## config.mk

```make
export PLATFORM = sky130hd
export DESIGN_NAME = pipeline_ctrl
export DESIGN_NICKNAME = d
export VERILOG_FILES = /design/src/rtl/pipeline_ctrl.sv
export SDC_FILE = /design/constraint.sdc
export NUM_CORES = 1
export LEC_CHECK = 0
export BUFFER_PORTS_ARGS = -buffer_cell sky130_fd_sc_hd__buf_2
export CORE_ASPECT_RATIO = 0.8
export CORE_MARGIN = 1
export CORE_UTILIZATION = 55
export DETAILED_ROUTE_END_ITERATION = 7
export GPL_TIMING_DRIVEN = 0
export PLACE_DENSITY = 0.82
export SYNTH_ARGS = -nofsm -noshare
export SYNTH_HDL_FRONTEND = slang
export SYNTH_SLANG_ARGS = --single-unit
```

## constraint.sdc

```tcl
create_clock -name clk -period 5.9 [get_ports clk]
set_input_delay 0.295 -clock clk [delete_from_list [all_inputs] [get_ports clk]]
set_output_delay 0.295 -clock clk [all_outputs]
set_load 0.005 [all_outputs]
```

## src/rtl/pipeline_ctrl.sv

```systemverilog
// pipeline_ctrl
// Hazard and sequencing controller for the 5-stage pipeline (IF, ID, EXE, MEM, WB).
//  - detects RAW hazards between the ID instruction and EXE/MEM producers
//  - squashes wrong-path instructions on a taken branch resolved in EXE
//  - freezes the whole pipeline for a fixed-latency data-memory access
//  - keeps saturating stall / flush statistics
//
// Parameters
//   MEM_WAIT  total freeze cycles per memory access (1..15)
//   FWD_EN    1: forwarding present, only load-use is a hazard
//             0: any RAW against EXE/MEM is a hazard
//
// Ports
//   clk, rst                       clock, asynchronous active-high reset
//   id_src1/id_src2, id_use_src*   source registers of the ID instruction
//   exe_dest, exe_wb_en, exe_mem_r_en   EXE producer info
//   mem_dest, mem_wb_en            MEM producer info
//   mem_req                        MEM instruction accesses data memory
//   exe_br_taken                   taken branch resolved in EXE
//   freeze_pc, freeze_ifid         hold PC / IF-ID register
//   flush_ifid, flush_idex         bubble into IF-ID / ID-EX register
//   freeze_all                     hold every pipeline register
//   mem_ready                      one-cycle completion pulse
//   hazard                         raw hazard indication (debug)
//   stall_cycles, flush_count      saturating statistics

module pipeline_ctrl #(
    parameter int unsigned MEM_WAIT = 4,
    parameter bit          FWD_EN   = 1'b1
) (
    input  logic        clk,
    input  logic        rst,
    input  logic [3:0]  id_src1,
    input  logic [3:0]  id_src2,
    input  logic        id_use_src1,
    input  logic        id_use_src2,
    input  logic [3:0]  exe_dest,
    input  logic        exe_wb_en,
    input  logic        exe_mem_r_en,
    input  logic [3:0]  mem_dest,
    input  logic        mem_wb_en,
    input  logic        mem_req,
    input  logic        exe_br_taken,
    output logic        freeze_pc,
    output logic        freeze_ifid,
    output logic        flush_ifid,
    output logic        flush_idex,
    output logic        freeze_all,
    output logic        mem_ready,
    output logic        hazard,
    output logic [15:0] stall_cycles,
    output logic [15:0] flush_count
);

    typedef enum logic [1:0] {
        ST_RUN  = 2'd0,
        ST_WAIT = 2'd1,
        ST_DONE = 2'd2
    } state_t;

    // WAIT is entered after the first freeze cycle and DONE consumes no
    // freeze cycle, so the counter starts at MEM_WAIT-2.
    localparam logic [3:0] CNT_LOAD = (MEM_WAIT >= 2) ? 4'(MEM_WAIT - 2) : 4'd0;

    state_t      r_state;
    logic [3:0]  r_cnt;
    logic [15:0] r_stall_cycles;
    logic [15:0] r_flush_count;

    logic w_match1;
    logic w_match2;
    logic w_hazard;
    logic w_freeze;
    logic w_branch;
    logic w_stall;

    // Producer match for each ID source operand.
    generate
        if (FWD_EN) begin : g_fwd
            // Only a load in EXE cannot be forwarded in time.
            assign w_match1 = exe_wb_en & exe_mem_r_en & (id_src1 == exe_dest);
            assign w_match2 = exe_wb_en & exe_mem_r_en & (id_src2 == exe_dest);
        end else begin : g_nofwd
            assign w_match1 = (exe_wb_en & (id_src1 == exe_dest)) |
                              (mem_wb_en & (id_src1 == mem_dest));
            assign w_match2 = (exe_wb_en & (id_src2 == exe_dest)) |
                              (mem_wb_en & (id_src2 == mem_dest));
        end
    endgenerate

    assign w_hazard = (id_use_src1 & w_match1) | (id_use_src2 & w_match2);

    // Priority: memory freeze > taken branch > hazard stall. Every output is
    // gated by rst so nothing leaks out while reset is held.
    assign w_freeze = ~rst & (((r_state == ST_RUN) & mem_req) | (r_state == ST_WAIT));
    assign w_branch = ~rst & ~w_freeze & exe_br_taken;
    assign w_stall  = ~rst & ~w_freeze & ~exe_br_taken & w_hazard;

    assign freeze_all   = w_freeze;
    assign freeze_pc    = w_freeze | w_stall;
    assign freeze_ifid  = w_freeze | w_stall;
    assign flush_ifid   = w_branch;
    assign flush_idex   = w_branch | w_stall;
    assign mem_ready    = ~rst & (r_state == ST_DONE);
    assign hazard       = ~rst & w_hazard;
    assign stall_cycles = r_stall_cycles;
    assign flush_count  = r_flush_count;

    // Wait-state FSM and statistics counters.
    always_ff @(posedge clk or posedge rst) begin
        if (rst) begin
            r_state        <= ST_RUN;
            r_cnt          <= '0;
            r_stall_cycles <= '0;
            r_flush_count  <= '0;
        end else begin
            case (r_state)
                ST_RUN: begin
                    if (mem_req) begin
                        if (MEM_WAIT == 1) begin
                            r_state <= ST_DONE;
                        end else begin
                            r_state <= ST_WAIT;
                            r_cnt   <= CNT_LOAD;
                        end
                    end
                end
                ST_WAIT: begin
                    if (r_cnt == 4'd0) begin
                        r_state <= ST_DONE;
                    end else begin
                        r_cnt <= r_cnt - 4'd1;
                    end
                end
                ST_DONE: begin
                    // Same instruction still sits in MEM: mem_req is ignored.
                    r_state <= ST_RUN;
                end
                default: begin
                    r_state <= ST_RUN;
                end
            endcase

            if (w_stall && (r_stall_cycles != '1)) begin
                r_stall_cycles <= r_stall_cycles + 16'd1;
            end
            if (w_branch && (r_flush_count != '1)) begin
                r_flush_count <= r_flush_count + 16'd1;
            end
        end
    end

endmodule

```

# == Yosys cells after proc, flatten, opt, wreduce, memory -nomap -nowiden ==
# Cells that the tools add are included.
# word_totals
out_inout_bits,39
in_bits,25
register_bits,38
wordCells,49
# classes
eq_ne,9
muxes,6
n_bitwise,20
addsub,3
reduce_logical,7
# op_table
operator,n
$add A16 B1 Y16 const B,2
$ne A16 B16 Y1 const B,2
$and A1 B1 Y1,13
$eq A4 B4 Y1,2
$mux W4,2
$pmux W4 S2,1
$logic_not A4 Y1,1
$mux W2,2
$ne A2 B2 Y1 const B,2
$or A1 B1 Y1,4
$pmux W2 S2,1
$sub A4 B1 Y4 const B,1
$not A1 Y1,3
$reduce_and A3 Y1,1
$eq A2 B1 Y1 const B,1
$eq A2 B2 Y1 const B,1
$logic_and A1 B1 Y1,2
$logic_not A2 Y1,1
$ne A2 B1 Y1 const B,1
$reduce_and A2 Y1,1
$reduce_bool A2 Y1,1

# == Logic depth before layout (Yosys ltp) ==
# Gate-level depths: netlist (run 1).
# depth
depth_word,9
ltp_mapped,7
mapped_depth_nobuf,6

# == Worst setup path before layout (run 1) ==
# No wires, ideal clock.
# synth_path
path_type,in2out
from,input port rst
to,output port freeze_pc
required_time_ns,5.605
n_path_buf,2
cell_stages,6
arrival_ns,2.129
setup_slack_ns,3.476
path_cell_list,inv_1 > and4_1 > a32oi_4 > buf_6 > o21ai_0 > buf_4
# synth_via
elab_chain_cells,7
# synth_rtl
element,line_no,text
from (decl),32,"input logic rst,"
$not A1 Y1 (*),"95, 97",
$and A1 B1 Y1,95,assign w_freeze = ~rst & (((r_state == ST_RUN) & mem_req) | (r_state == ST_WAIT));
$not A1 Y1,97,assign w_stall = ~rst & ~w_freeze & ~exe_br_taken & w_hazard;
$and A1 B1 Y1 (3 in a row),97,
$or A1 B1 Y1 (*),n/a,
to (decl),44,"output logic freeze_pc,"
# Mark *: on every way between the ends. The rest lies on a longest branch, timed or not.

# == Worst setup path after layout (run 1) ==
# layout_path
from,input port rst
to,output port freeze_pc
# layout_via
elab_chain_cells,7
# layout_rtl
element,line_no,text
$not A1 Y1 (*),"95, 97",
$and A1 B1 Y1,95,
$not A1 Y1,97,
$and A1 B1 Y1 (3 in a row),97,
$or A1 B1 Y1 (*),100,assign freeze_pc = w_freeze | w_stall;
# Marks and branches as above.

==> results.sh, run 1 <==
export IMPL_status="finished with violations"
export IMPL_failed_checks="DRC"
export IMPL_gp_congestion=0.843
export IMPL_grt_usage=0.220
export IMPL_fin_crit_ns=2.45
export IMPL_cts_buffer_depth=2
export IMPL_final_max_slew_viol_count=0
export IMPL_antenna_found_initial=0
export IMPL_hold_buffers=0
export IMPL_die_w_um=71.1
export IMPL_drt_iter0_drc=79
export IMPL_rows=19
export IMPL_vias_per_cell=5.37
export IMPL_die_area_um2=4070
export IMPL_n_fill_cell=276
export IMPL_worstSetupStartpoint="rst"
export IMPL_yosysMostFrequentCell="dfrtp_1"
export IMPL_antenna_left=0
export IMPL_synth_top_area_share=0.452
export IMPL_cp_start_kind="primary input"
export IMPL_yosys_area_top_type="dfrtp_1"
export IMPL_cp_max_fo=39
export IMPL_dp_cells=298
export IMPL_power_density_nw_per_um2=268
export IMPL_synthTopCellsByArea="dfrtp_1 45%, xor2_1 13%, nand3_1 3.3%, nor2_1 3.2%, xnor2_1 2.9%"
export IMPL_r2r_start="stall_cycles[0]"
export IMPL_max_clock_freq_mhz=408
export IMPL_cts_resized=0
export IMPL_yosysWarnings=0
export IMPL_vias=1644
export IMPL_hold_viol_final=0
export IMPL_syn_nets=227
export IMPL_antenna_cells=0
export IMPL_grt_pass1_wl_um=6790
export IMPL_syn_instance_count=198
export IMPL_first_global_vias=1452
export IMPL_cts_root_buf="clkbuf_8"
export IMPL_ios=64
export IMPL_ctsHtreeMaxLevel=2
export IMPL_routed_wl_um=4110
export IMPL_detail_route_wl_per_cell_um=13.4
export IMPL_finalSetupViolCount=0
export IMPL_ys_types=41
export IMPL_synth_common_cells="38 x dfrtp_1, 30 x xor2_1, 18 x nor2_1"
export IMPL_maxSlewHeadroom=0.490
export IMPL_cp_required_ns=5.61
export IMPL_p_leak_nw=1.33
export IMPL_grt_max_degree=40
export IMPL_synth_edf_count=0
export IMPL_rsz0062_at_grt="no"
export IMPL_fin_total_pwr_mw=0.679
export IMPL_clock_sinks=38
export IMPL_cap_violations=0
export IMPL_initial_core_util=0.593
export IMPL_core_area_um2=3540
export IMPL_ys_ff_latch=38
export IMPL_endpoint_kind="output pin"
export IMPL_crit_arrival_ns=2.16
export IMPL_cts_tree="yes"
export IMPL_netlist_area_um2=2100
export IMPL_numCtsBuffers=5
export IMPL_irDropWorstVdd_v=0.000157
export IMPL_synth_ff_type="dfrtp_1"
export IMPL_critPathKind="in -> out"
export IMPL_hold_path_class="in -> async"
export IMPL_insertion_delay_ns=0.29
export IMPL_layout_nets=292
export IMPL_worst_pin_slew_ns=0.764
export IMPL_die_h_um=57.3
export IMPL_fin_tns_setup_ns=0
export IMPL_route_detailed_drc=7
export IMPL_drive_above_1_share=0.333
export IMPL_clk_pin_slew_ns=0.07
export IMPL_synthToLayoutAreaGrowth_pct=20.7
export IMPL_gr_total_overflow=0
export IMPL_async_reset_ff_frac=1.00
export IMPL_port_buffers=58
export IMPL_hpwl_um=3000
export IMPL_min_period_over_period=0.416
export IMPL_syn_area_per_cell_um2=10.6
export IMPL_cts_setup_buffers=0
export IMPL_ys_seq_area_frac=0.452
export IMPL_finClkSkew_ns=0.00496
export IMPL_final_cells=306
export IMPL_dr_pass1_iters=6
-- per-layer routing --
layer	share of wire	vias to the layer above	track usage
li1	-	829	-
met1	0.50	750	0.308
met2	0.43	63	0.324
met3	0.067	2	0.0707
met4	0.0044	0	0.0800
met5	0	-	0
-- flip-flops by register name, indices dropped and copies added, names as in the netlist --
signal / flops
stall_cycles: 16
flush_count: 16
r_state: 2
r_cnt: 4
-- placed cells by master (no fill, tap or decap), types with 3 or more instances in the layout --
master,instances
nor4_1,4
nor3_2,6
and3_1,5
nor4_2,3
dfrtp_1,38
nand4_1,6
xnor2_1,7
nand2_1,12
nor2_1,18
a31oi_1,3
clkbuf_8,6
nand3_1,14
nor2b_1,3
xor2_1,30
inv_1,8
ha_1,4
nor3_1,3
buf_2,58
nor3b_1,3
and4_1,3
-- critical path, stage by stage --
cell     delay [ns]
buf_2          0.14
inv_2          0.56
and4_1         0.38
a32oi_4        0.21
buf_6          0.22
o21ai_0        0.10
buf_4          0.14
buf_2          0.10
-- final cells by class --
| type | instances | area [µm²] | area share |
|---|---|---|---|
| multi-input cells | 148 | 1090 | 0.429 |
| flip-flops and latches | 38 | 951 | 0.375 |
| clock inverters | 1 | 5.00 | 0.00197 |
| repair buffers | 58 | 290 | 0.114 |
| well taps | 42 | 52.6 | 0.0207 |
| inverters | 9 | 33.8 | 0.0133 |
| clock buffers | 7 | 86.3 | 0.0340 |
| plain buffers | 3 | 30.0 | 0.0118 |
-- worst paths after layout --
check                                   to  slack, ns  depth (start not counted)
max                              freeze_pc       3.45                          8
max in group asynchronous       r_state[1]       5.22                          2
min reg2reg                flush_count[13]       0.50                          1
max reg2reg                stall_cycles[1]       3.88                          7
min                         flush_count[6]       0.20                          2
min in group clk                  r_cnt[2]       0.42                          3
-- power by group --
group          internal [mW]  switching, mW
combinational         0.0766         0.0882
clock                 0.0942         0.0867
sequential             0.296         0.0373
total                  0.467          0.212
-- per-stage QoR --
| step | hold WS, ns | area, µm² | utilization | setup WS, ns |
|---|---|---|---|---|
| finish | 0.196 | 2540 | 0.716 | 3.45 |
| global route | 0.275 | 2540 | 0.716 | 3.18 |
| CTS | 0.221 | 2540 | 0.716 | 3.36 |
| detailed placement | 0.489 | 2440 | 0.690 | 3.37 |
| global placement | 0.482 | 2440 | 0.690 | 2.83 |
| floorplan | 0.484 | 2100 | - | 3.48 |
-- cells by family (layout without fill, tap and decap cells) --
group                      Yosys count  count (layout)  synth area share
AOI/OAI and AO/OA                   17              17            0.0679
adders and majority gates            4               4            0.0238
xor gates and xnor gates            37              37             0.154
DFF                                 38              38             0.452
muxes                                3               3            0.0173
buffers and inverters               12              78            0.0304
and+or+nand+nor                     87              87             0.254
Power figures use the tool's default switching activity.
==> run 2: changes to the inputs <==
Settings changed: ABC_AREA set to 1, CORE_UTILIZATION 55 to 54, PLACE_DENSITY 0.82 to 0.78.
Clock period 5.9 ns to 2.45 ns, I/O delays scaled along.
==> run 2 against run 1 <==
  * The run now ends clean
  * Via count up 44%
  * Sequential share of layout area down 6.3 points
  * Register-to-register slack worse by 3.2 ns
  * First-iteration DRC count rose to 2.8 times the previous value
  * Count of clock-buffer cells in the layout unchanged
  * Synthesized area up 23%
  * Power rose to 2.8 times the previous value
  * Highest routed layer unchanged
==> results.sh, run 2 <==
export IMPL_status="finished clean"
export IMPL_yosys_area_top_type="dfrtp_1"
export IMPL_drive_above_1_share=0.224
export IMPL_ys_seq_area_frac=0.367
export IMPL_final_max_slew_viol_count=0
export IMPL_p_leak_nw=1.69
export IMPL_grt_max_degree=40
export IMPL_grt_pass1_wl_um=9780
export IMPL_r2r_end="flush_count[4]"
export IMPL_clk_pin_slew_ns=0.08
export IMPL_synth_ff_type="dfrtp_1"
export IMPL_syn_nets=383
export IMPL_setup_worst_path_end="freeze_pc"
export IMPL_dpl_worst_slack_ns=0.557
export IMPL_finClkSkew_ns=0.00966
export IMPL_ys_types=33
export IMPL_ios=64
export IMPL_min_period_over_period=0.806
export IMPL_worst_pin_slew_ns=0.819
export IMPL_crit_arrival_ns=1.85
export IMPL_numCtsBuffers=5
export IMPL_hold_viol_final=0
export IMPL_synthToLayoutAreaGrowth_pct=17.6
export IMPL_cp_required_ns=2.33
export IMPL_power_density_nw_per_um2=622
export IMPL_cts_resized=0
export IMPL_grt_usage=0.243
export IMPL_hpwl_um=4200
export IMPL_clock_sinks=38
export IMPL_max_clock_freq_mhz=507
export IMPL_dp_cells=472
export IMPL_async_reset_ff_frac=1.00
export IMPL_ys_ff_latch=38
export IMPL_vias_per_cell=4.94
export IMPL_r2r_start="flush_count[0]"
export IMPL_synth_edf_count=0
export IMPL_gp_congestion=0.910
export IMPL_port_buffers=58
export IMPL_worst_slack_ns=0.476
export IMPL_core_area_um2=4600
export IMPL_synthTopCellsByArea="dfrtp_1 37%, nand2_1 17%, nor2_1 6.1%, xor2_1 5.4%, inv_1 5.4%"
export IMPL_die_h_um=64.0
export IMPL_ctsHtreeMaxLevel=2
export IMPL_cp_start_kind="flop"
export IMPL_syn_area_per_cell_um2=7.32
export IMPL_die_area_um2=5080
export IMPL_netlist_area_um2=2590
export IMPL_rows=22
export IMPL_insertion_delay_ns=0.29
export IMPL_antenna_left=0
export IMPL_die_w_um=79.5
export IMPL_maxSlewHeadroom=0.453
export IMPL_vias=2370
export IMPL_synth_top_family_by_area="simple AND/OR/NAND/NOR gates"
export IMPL_yosys_area_share_simple=0.416
export IMPL_synth_compound_area_frac=0.0319
export IMPL_cap_violations=0
export IMPL_route_detailed_drc=0
export IMPL_fin_crit_ns=1.97
export IMPL_hold_path_class="in -> async"
export IMPL_reg2reg_slack_ns=0.69
export IMPL_synthMuxAreaShare=0
export IMPL_mostFrequentLayoutCell="nand2_1"
export IMPL_yosysMostFrequentCell="nand2_1"
export IMPL_cts_root_buf="clkbuf_8"
export IMPL_hold_worst_slack_ns=0.0269
export IMPL_synth_top_area_share=0.367
export IMPL_synth_common_cells="117 x nand2_1, 42 x nor2_1, 38 x dfrtp_1"
export IMPL_worstSetupStartpoint="r_state[0]"
export IMPL_irDropWorstVdd_v=0.000576
export IMPL_antenna_cells=0
export IMPL_endpoint_kind="output pin"
export IMPL_hold_buffers=0
export IMPL_gr_total_overflow=0
export IMPL_synthAdderAreaFrac=0.0193
export IMPL_rsz0062_at_grt="no"
export IMPL_cts_tree="yes"
export IMPL_syn_instance_count=354
export IMPL_routed_wl_um=5490
export IMPL_layout_nets=448
export IMPL_dr_pass1_iters=4
export IMPL_cts_setup_buffers=0
export IMPL_critPathKind="reg -> out"
export IMPL_r2r_cells=9
export IMPL_first_global_vias=2179
export IMPL_finalSetupViolCount=0
export IMPL_layout_common_cells="117 x nand2_1, 61 x buf_2, 42 x nor2_1"
export IMPL_cp_max_fo=10
export IMPL_antenna_found_initial=0
export IMPL_cts_buffer_depth=2
export IMPL_detail_route_wl_per_cell_um=11.4
export IMPL_synth_xor_area_share=0.0840
export IMPL_initial_core_util=0.564
export IMPL_yosysWarnings=0
export IMPL_final_cells=480
export IMPL_drt_iter0_drc=225
-- run 2: cell types whose count changed in the layout (fill, tap and decap cells not counted), moves of 5 or more --
cell	delta
nand4_1	+16
o21ai_1	+5
nor3_2	-5
nor2_1	+24
xor2_1	-14
inv_1	+28
nand3_1	+5
nor2_4	+5
nand2_1	+105
-- run 2: power breakdown --
group / total (mW) / internal [mW] / switching, mW
registers: 0.841 / 0.732 / 0.109
logic: 0.605 / 0.246 / 0.358
clock network: 0.451 / 0.227 / 0.224
-- run 2: final cells by class --
cell class | count | area, µm²
Fill cell | 401 | 1550
Multi-Input combinational cell | 269 | 1430
Timing Repair Buffer | 58 | 290
Clock inverter | 1 | 5.00
Clock buffer | 7 | 86.3
Buffer | 7 | 61.3
Tap cell | 60 | 75.1
Inverter | 40 | 150
Sequential cell | 38 | 951
-- run 2: metal layers --
| metal | track usage | vias up | wire length (µm) |
|---|---|---|---|
| met4 | 0.0614 | 0 | 27 |
| met5 | 0 | - | 0 |
| li1 | - | 1255 | - |
| met1 | 0.341 | 1064 | 2800 |
| met2 | 0.384 | 49 | 2430 |
| met3 | 0.0457 | 2 | 230 |
-- run 2: worst min-delay path by stage --
stage,end,cells past startpoint
after CTS,stall_cycles[12],2
after global placement,r_cnt[0],1
after floorplan,freeze_all,1
final,stall_cycles[12],2
after global routing,flush_count[5],2
after detailed placement,r_state[0],2
-- run 2: critical path, stage by stage (launching register included) --
cell     delay [ns]
dfrtp_1        0.43
nand2_1        0.11
inv_2          0.08
nor2_4         0.15
nand2_4        0.11
nor2_8         0.21
nand3_1        0.12
o21ai_0        0.12
buf_4          0.15
buf_2          0.09
-- run 2: kinds of logic (layout without fill, tap and decap cells) --
family,count (synthesis),count (layout)
compound gates,16,16
xor+xnor,24,24
fa+ha+maj,4,4
buf+inv,47,113
flops,38,38
simple gates,225,225
-- run 2: through the flow --
step	total power, mW	area, µm²	util	TNS [ns]
3_3_place_gp	1.43	2960	0.643	-0.0156
4_1_cts	1.91	3050	0.663	0
3_5_place_dp	1.46	2960	0.643	0
2_1_floorplan	1.25	2590	-	0
6_report	1.90	3050	0.663	0
5_1_grt	2.04	3050	0.663	0
==> run 3: changes to the inputs <==
Clock period 2.45 ns to 2 ns, I/O delays scaled along.
==> run 3 against run 2 <==
  * Worst setup slack lost 0.34 ns
  * Utilization up 0.16 points
  * Clock skew fell by 0.0026 ns
  * Final area rose by 0.25%
  * Die area is the same
  * Power grew 23%
  * Sequential power up 22%
  * Final cell count up 0.21%
  * Sequential share of layout area fell by 0.077 points
  * Global-route usage is the same
  * Routed wire length rose by 0.77%
  * Critical path depth unchanged
  * Highest routed layer unchanged
==> results.sh, run 3 (same netlist as run 2, synthesis figures left out) <==
export IMPL_die_h_um=64.0
export IMPL_antenna_found_initial=0
export IMPL_placed_area_um2=2960
export IMPL_insertion_delay_ns=0.29
export IMPL_power_density_nw_per_um2=763
export IMPL_gp_congestion=0.910
export IMPL_cts_root_buf="clkbuf_8"
export IMPL_rsz0062_at_grt="no"
export IMPL_endpoint_kind="output pin"
export IMPL_cp_max_fo=5
export IMPL_cp_start_kind="flop"
export IMPL_hold_path_class="in -> async"
export IMPL_drt_iter0_drc=224
export IMPL_critPathKind="reg -> out"
export IMPL_cts_buffer_depth=2
export IMPL_worst_pin_slew_ns=0.824
export IMPL_clk_pin_slew_ns=0.07
export IMPL_fin_total_pwr_mw=2.33
export IMPL_drive_above_1_share=0.226
export IMPL_cts_tree="yes"
export IMPL_n_fill_cell=401
export IMPL_antenna_cells=0
export IMPL_status="finished clean"
export IMPL_synthToLayoutAreaGrowth_pct=17.9
export IMPL_cts_resized=0
export IMPL_core_area_um2=4600
export IMPL_dp_cells=472
export IMPL_final_cells=481
export IMPL_ctsHtreeMaxLevel=2
export IMPL_final_area_um2=3060
export IMPL_rows=22
export IMPL_fin_crit_ns=1.86
export IMPL_die_area_um2=5080
export IMPL_irDropWorstVdd_v=0.000706
export IMPL_min_period_over_period=0.932
export IMPL_first_global_vias=2179
export IMPL_port_buffers=58
export IMPL_dpl_worst_slack_ns=0.137
export IMPL_layout_common_cells="117 x nand2_1, 61 x buf_2, 42 x nor2_1"
export IMPL_cap_violations=0
export IMPL_mostFrequentLayoutCell="nand2_1"
export IMPL_finClkSkew_ns=0.00703
export IMPL_route_detailed_drc=0
export IMPL_layout_nets=449
export IMPL_clock_sinks=38
export IMPL_final_max_slew_viol_count=0
export IMPL_finalSetupViolCount=0
export IMPL_gr_total_overflow=0
export IMPL_antenna_left=0
export IMPL_maxSlewHeadroom=0.450
export IMPL_die_w_um=79.5
export IMPL_vias=2367
export IMPL_routed_wl_um=5530
export IMPL_hold_viol_final=0
export IMPL_cp_required_ns=1.90
export IMPL_grt_max_degree=40
export IMPL_detail_route_wl_per_cell_um=11.5
export IMPL_ios=64
export IMPL_grt_pass1_wl_um=9780
export IMPL_numCtsBuffers=5
export IMPL_hold_buffers=0
export IMPL_dr_pass1_iters=4
export IMPL_initial_core_util=0.564
export IMPL_p_leak_nw=1.70
export IMPL_vias_per_cell=4.92
export IMPL_max_clock_freq_mhz=536
export IMPL_crit_arrival_ns=1.76
export IMPL_hpwl_um=4200
export IMPL_grt_usage=0.243
export IMPL_worst_slack_ns=0.135
[run 3: changes by cell type in the layout (fill, tap and decap cells not counted), sizes merged]
cell and change:
buf +1
[run 3: layer usage]
metal | wire, µm | up-vias | GRT usage
met2 | 2430 | 65 | 0.384
met1 | 2770 | 1044 | 0.341
met3 | 298 | 2 | 0.0457
li1 | - | 1256 | -
met4 | 27 | 0 | 0.0614
met5 | 0 | - | 0
[run 3: worst max-delay path, stage by stage, from the launching register on]
cell and delay, ns:
dfrtp_1 0.43, nand2_1 0.11, inv_2 0.08, nor2_4 0.15, nand2_4 0.11, nor2_8 0.15, nand3_1 0.09, o21ai_0 0.12
buf_4 0.15, buf_2 0.09
[run 3: final timing paths]
| check | from | end | slack [ns] | cells after the start |
|---|---|---|---|---|
| setup / recovery | r_state[0] | freeze_pc | 0.14 | 9 |
| hold / removal | rst | r_state[0] | 0.007 | 2 |
| setup reg to reg | flush_count[0] | flush_count[4] | 0.24 | 9 |
| hold reg to reg | r_cnt[0] | r_cnt[0] | 0.47 | 1 |
| max in group asynchronous | rst | stall_cycles[10] | 1.48 | 2 |
| min in group clk | mem_req | r_cnt[2] | 0.23 | 4 |
[run 3: stage by stage]
step                TNS (ns)  utilization  hold slack (ns)
finish                     0        0.665          0.00710
global route               0        0.665           0.0923
CTS                        0        0.663           0.0321
detailed placement         0        0.643            0.343
global placement      -11.79        0.643            0.460
floorplan                  0            -            0.231
[run 3: timing repair]
action / CTS / global route
endpoints found under the hold margin: 0 / 0
buffers inserted: 0 / 1
endpoints found under the setup margin: 0 / 2
[run 3: final cells by class]
type	instances	area, µm²	share of cell area
inverter	40	150	0.0491
timing repair buffer	59	298	0.0975
clock buffer	7	86.3	0.0283
tap	60	75.1	0.0246
buffer	7	61.3	0.0201
sequential	38	951	0.311
multi-input combinational	269	1430	0.468
clock inverter	1	5.00	0.00164
[run 3: where the power goes]
| group | switching [mW] | internal (mW) | total (mW) |
|---|---|---|---|
| combinational | 0.441 | 0.308 | 0.750 |
| clock | 0.272 | 0.278 | 0.550 |
| sequential | 0.133 | 0.897 | 1.03 |
| total | 0.846 | 1.48 | 2.33 |
